==> config.mk <==
export PLATFORM = sky130hd
export DESIGN_NAME = acs_unit
export DESIGN_NICKNAME = d
export VERILOG_FILES = /design/src/rtl/acs_unit.sv
export SDC_FILE = /design/constraint.sdc
export NUM_CORES = 1
export LEC_CHECK = 0
export ABC_AREA = 1
export CORE_MARGIN = 1.5
export CORE_UTILIZATION = 30
export CTS_BUF_LIST = sky130_fd_sc_hd__clkbuf_4
export CTS_CLUSTER_DIAMETER = 40
export CTS_CLUSTER_SIZE = 28
export DETAILED_ROUTE_END_ITERATION = 12
export HOLD_SLACK_MARGIN = 0.08
export PLACE_DENSITY = 0.57
export SKIP_CTS_REPAIR_TIMING = 1
export SYNTH_ARGS = -nofsm -noshare
export SYNTH_HDL_FRONTEND = slang
export SYNTH_SLANG_ARGS = --single-unit
==> constraint.sdc <==
create_clock -name clk -period 8.9 [get_ports clk]
set_clock_uncertainty 0.1 [all_clocks]
set_input_delay 1.335 -clock clk [delete_from_list [all_inputs] [get_ports clk]]
set_output_delay 1.335 -clock clk [all_outputs]
set_load 0.02 [all_outputs]
==> src/rtl/acs_unit.sv <==
// Add-compare-select unit for a 4-state (K=3, generators 7/5) Viterbi trellis.
// Define ACS_NORM_EN to renormalise metrics instead of saturating them.
module acs_unit #(
  parameter int PM_W      = 8,
  parameter int FRAME_LEN = 16
) (
  input  logic       clk,
  input  logic       rst_n,
  input  logic       start,
  input  logic       bm_valid,
  input  logic [1:0] bm00,
  input  logic [1:0] bm01,
  input  logic [1:0] bm10,
  input  logic [1:0] bm11,
  output logic       dec_valid,
  output logic [3:0] dec,
  output logic       frame_done,
  output logic [1:0] best_state,
  output logic       busy
);

  localparam logic [1:0] IDLE = 2'd0;
  localparam logic [1:0] RUN  = 2'd1;
  localparam logic [1:0] DONE = 2'd2;

  localparam logic [PM_W-1:0] PM_INIT = PM_W'(1) << (PM_W - 2);
  localparam logic [PM_W:0]   HALF_X  = (PM_W + 1)'(1) << (PM_W - 1);
  localparam logic [PM_W-1:0] PM_MAX  = {PM_W{1'b1}};
  localparam logic [7:0]      LAST_STEP = 8'(FRAME_LEN - 1);

  logic [1:0]            state_r;
  logic [7:0]            cnt_r;
  logic [3:0][PM_W-1:0]  pm_r;

  logic [3:0][1:0]       bm_tab_s;
  logic [3:0][1:0]       sym_a_s;
  logic [3:0][1:0]       sym_b_s;
  logic [3:0][PM_W:0]    cand_a_s;
  logic [3:0][PM_W:0]    cand_b_s;
  logic [3:0][PM_W:0]    sel_s;
  logic [3:0]            hi_s;
  logic [3:0][PM_W-1:0]  pm_nxt_s;
  logic [3:0]            dec_nxt_s;
  logic                  step_s;

  // Lowest index wins among equal minima.
  function automatic logic [1:0] argmin(input logic [3:0][PM_W-1:0] m);
    logic [1:0]      idx;
    logic [PM_W-1:0] v;
    idx = 2'd0;
    v   = m[0];
    for (int n = 1; n < 4; n++) begin
      if (m[n] < v) begin
        idx = 2'(n);
        v   = m[n];
      end else begin
        idx = idx;
      end
    end
    return idx;
  endfunction

  assign step_s = (state_r == RUN) && bm_valid && !start;

  // Butterfly: next state ns={u,s1} is reached from {ns0,0} (pA) or {ns0,1} (pB).
  always_comb begin
    bm_tab_s  = {bm11, bm10, bm01, bm00};
    sym_a_s   = '0;
    sym_b_s   = '0;
    cand_a_s  = '0;
    cand_b_s  = '0;
    sel_s     = '0;
    hi_s      = 4'b0000;
    pm_nxt_s  = '0;
    dec_nxt_s = 4'b0000;
    for (int n = 0; n < 4; n++) begin
      sym_a_s[n]  = {n[1], n[1] ^ n[0]};
      sym_b_s[n]  = {~n[1], ~(n[1] ^ n[0])};
      cand_a_s[n] = {1'b0, pm_r[{n[0], 1'b0}]} + {{(PM_W-1){1'b0}}, bm_tab_s[sym_a_s[n]]};
      cand_b_s[n] = {1'b0, pm_r[{n[0], 1'b1}]} + {{(PM_W-1){1'b0}}, bm_tab_s[sym_b_s[n]]};
      if (cand_b_s[n] < cand_a_s[n]) begin
        sel_s[n]     = cand_b_s[n];
        dec_nxt_s[n] = 1'b1;
      end else begin
        sel_s[n]     = cand_a_s[n];
        dec_nxt_s[n] = 1'b0;
      end
      hi_s[n] = sel_s[n][PM_W] | sel_s[n][PM_W-1];
    end
    for (int n = 0; n < 4; n++) begin
`ifdef ACS_NORM_EN
      pm_nxt_s[n] = (&hi_s) ? PM_W'(sel_s[n] - HALF_X) : sel_s[n][PM_W-1:0];
`else
      pm_nxt_s[n] = sel_s[n][PM_W] ? PM_MAX : sel_s[n][PM_W-1:0];
`endif
    end
  end

  // Frame control, metric registers and registered outputs.
  always_ff @(posedge clk) begin
    if (!rst_n) begin
      state_r    <= IDLE;
      cnt_r      <= 8'd0;
      pm_r       <= '0;
      dec        <= 4'b0000;
      dec_valid  <= 1'b0;
      frame_done <= 1'b0;
      best_state <= 2'd0;
      busy       <= 1'b0;
    end else if (start) begin
      state_r    <= RUN;
      cnt_r      <= 8'd0;
      pm_r       <= {PM_INIT, PM_INIT, PM_INIT, {PM_W{1'b0}}};
      dec_valid  <= 1'b0;
      frame_done <= 1'b0;
      busy       <= 1'b1;
    end else begin
      dec_valid  <= 1'b0;
      frame_done <= 1'b0;
      case (state_r)
        IDLE: begin
          busy <= 1'b0;
        end
        RUN: begin
          if (step_s) begin
            pm_r      <= pm_nxt_s;
            dec       <= dec_nxt_s;
            dec_valid <= 1'b1;
            if (cnt_r == LAST_STEP) begin
              state_r    <= DONE;
              cnt_r      <= 8'd0;
              busy       <= 1'b0;
              frame_done <= 1'b1;
              best_state <= argmin(pm_nxt_s);
            end else begin
              cnt_r <= cnt_r + 8'd1;
            end
          end
        end
        DONE: begin
          state_r <= IDLE;
          busy    <= 1'b0;
        end
        default: begin
          state_r <= IDLE;
          busy    <= 1'b0;
        end
      endcase
    end
  end

endmodule
==> results.md <==
* Status: finished, final reports clean
* Period Utilization, post-route at 85.9%
* Post-route DRC violation count at 0
* Final worst slack at 1.25 ns
* Crit path capture type: flip-flop
* Minimum clock period after layout at 7.65 ns
* Initial antenna violation count at 0
* Avg Inst Size Synth at 6.93 um2
* Bufs and invs on worst path at 3
* Sink Count at 51
* IO Port Bufs at 20
* Cells after synthesis at 735
* GP Congestion at 0.925
* DP HPWL at 11.0 mm
* Post-synth top area cell: dfxtp_1
* Antenna-violating nets left at 0
* DRT Pass-1 Iters at 5
* Grt total ovfl at 0
* Die Ht at 133 um
* Area added between synthesis and finish at 9.76%
* Core Region at 0.0166 mm2
* Yosys reg bits at 51
* Root buf cell: clkbuf_4
* Setup TNS at 0 ns
* Synth area leaders: dfxtp_1, ha_1, nand2_1, inv_1, xor2_1
* Worst min-delay path category: reg -> reg
* Bufs on Longest Clock Path at 2
* Vias in the first global route at 4370
* Die span in x at 133 um
* Most frequent CP cell: ha_1
* First-pass GRT wire length at 22.4 mm
* Post-synth cell types at 36
* H-tree depth at 2
* Share of cells above drive strength 1 at 6.95%
* Design Area, Final at 0.00559 mm2
* CP delay by family, top: compound AO/OA/AOI/OAI gates
* Crit start category: primary input
* Cell area after placement at 0.00552 mm2
* Total GRT Usage at 15.9%
* Top cell type's share of synthesized area at 20.1%
* Crit path DAT at 7.91 ns
* Drt wl/cell at 14.1 um
* Largest net degree at the start of global routing at 41
* Initial Util at 30.7%
* Clock-pin slew of the registers on the worst-case setup and hold paths at 0.18 ns
* Synth Net Count at 825
* Yosys warning total at 0
* Total CTS buffers at 5
* Worst Setup Path Type: in -> reg
* Setup violators final at 0
* Die area at 0.0178 mm2
* Ant. Diodes at 0
* Vias per Instance at 4.77
* Critical path's largest stage delay at 0.56 ns
* WL final at 13.7 mm
* Max_cap viols at 0
* IR Drop Worst-Case VDD at 0.0832 mV
* Post-synthesis cell area at 0.00509 mm2
* Initial DRC Count at 257
* Pleak at 2.71 nW
* Hold Vio Cnt, Final at 0
* Critical path data required time at 9.17 ns
* Crit-path slowest cell: clkdlybuf4s50_1
* Via count at 4615
* Pwr Density at 149 mW/mm2
* RSZ-0062 raised after global routing: false
* Critical path fanouts, max at 16
* Worst-Margin Slew at 0.876 ns
* Nets at 837
* I/O pin cnt at 21
* Filler Cells Inserted at 1780
* Skew-Pair Late Insertion Delay at 0.41 ns
* # rows at 47
* Rel. slew slack at 41.5%
* Part of the Yosys area used for sequential elements at 20.1%
* Place WS at 0.815 ns
* Max Slew Vio Count at 0
* Max Fclk at 131 MHz
* CTS tree: done
[sequential cells by signal (all words and copies together), names as in the netlist]
name	count
pm_r	32
cnt_r	8
dec	4
best_state	2
state_r	2
busy	1
dec_valid	1
frame_done	1
[routing by layer]
| metal | global-route usage (%) | vias to the layer above | routed length, um |
|---|---|---|---|
| li1 | - | 2442 | - |
| met4 | 3.44 | 0 | 204 |
| met3 | 2.25 | 15 | 536 |
| met5 | 0 | - | 0 |
| met1 | 22.3 | 2066 | 6810 |
| met2 | 25.9 | 92 | 6100 |
[layout make-up]
class / count / area, um2 / share of cell area [%]
Timing Repair Buffer: 25 / 238 / 4.25
Tap cell: 220 / 275 / 4.93
Inverter: 114 / 428 / 7.66
Sequential cell: 51 / 1020 / 18.3
Multi-Input combinational cell: 550 / 3560 / 63.7
Clock buffer: 5 / 37.5 / 0.672
Clock inverter: 3 / 26.3 / 0.470
[placed cells by master, fill, tap and decap left out]
cell,netlist,final
a211oi_1,10,10
a211oi_2,1,1
a21o_1,1,1
a21oi_1,55,55
a21oi_2,1,1
a21oi_4,1,1
and3_1,1,1
buf_4,2,5
clkbuf_4,0,5
clkdlybuf4s50_1,0,20
clkinv_4,0,1
dfxtp_1,51,51
fa_1,8,8
ha_1,70,70
inv_1,108,108
inv_2,6,6
inv_6,0,2
nand2_1,142,142
nand2_2,14,14
nand2_4,2,2
nand3_1,17,17
nand3_2,3,3
nand4_1,7,7
nor2_1,53,52
nor2_2,5,6
nor2_4,2,2
nor3_1,15,15
nor3b_1,1,1
nor4_1,4,4
o211ai_1,24,24
o21a_1,3,3
o21ai_0,53,53
o21ai_2,1,1
o221ai_1,3,3
o31ai_1,2,2
or2_2,2,2
xnor2_1,7,7
xor2_1,42,42
[synth_stat cells, drive strengths merged]
master  count
a211oi     11
a21o        1
a21oi      57
and3        1
buf         4
clkbuf     16
dfxtp      51
fa          8
ha         70
inv       114
nand2     158
nand3      20
nand4       7
nor2       60
nor3       15
nor3b       1
nor4        4
o211ai     24
o21a        3
o21ai      54
o221ai      3
o31ai       2
or2         2
xnor2       7
xor2       42
[cell families after synthesis]
logic type	count (synthesis)	synth area share [%]
simple gates	268	23.2
compound gates	155	17.9
flops	51	20.1
buf+inv	134	10.0
fa+ha+maj	78	20.3
xor+xnor	49	8.43
[power by group]
part	switching, mW	internal [mW]	leakage (nW)	total, mW
sequential	0.00673	0.235	0.414	0.241
clock	0.0898	0.0336	0.0362	0.123
combinational	0.301	0.165	2.26	0.466
[per-stage QoR]
step,total power [mW],hold WS [ns],instances,utilization [%]
after floorplan,0.604,0.355,735,-
after global placement,0.710,0.349,960,33.3
after detailed placement,0.712,0.353,960,33.3
after CTS,0.839,0.394,968,33.7
after global routing,0.923,0.408,968,33.7
final,0.831,0.382,968,33.7
[path summary, 6_finish.rpt]
| path | startpoint | end | slack (ns) | cells after the start |
|---|---|---|---|---|
| worst min register to register | busy$_SDFFE_PN0P_ | busy$_SDFFE_PN0P_ | 0.38 | 1 |
| worst max register to register | pm_r[0]$_SDFFE_PP0P_ | best_state[1]$_SDFFE_PN0P_ | 2.24 | 31 |
| worst min-delay path | busy$_SDFFE_PN0P_ | busy$_SDFFE_PN0P_ | 0.38 | 1 |
| worst max-delay path | bm00[1] | best_state[1]$_SDFFE_PN0P_ | 1.25 | 31 |
[worst reg2reg max path: cells and delay by family, from the launching register on]
family / cells / cell delay (ns)
AO/OA/AOI/OAI: 10 / 2.09
adder cells (fa/ha/maj): 6 / 1.86
AND/OR/NAND/NOR: 12 / 1.60
flip-flops: 1 / 0.42
buffers and inverters: 2 / 0.35
XOR/XNOR: 1 / 0.19
Note: power is estimated with default switching activity, not from simulation.
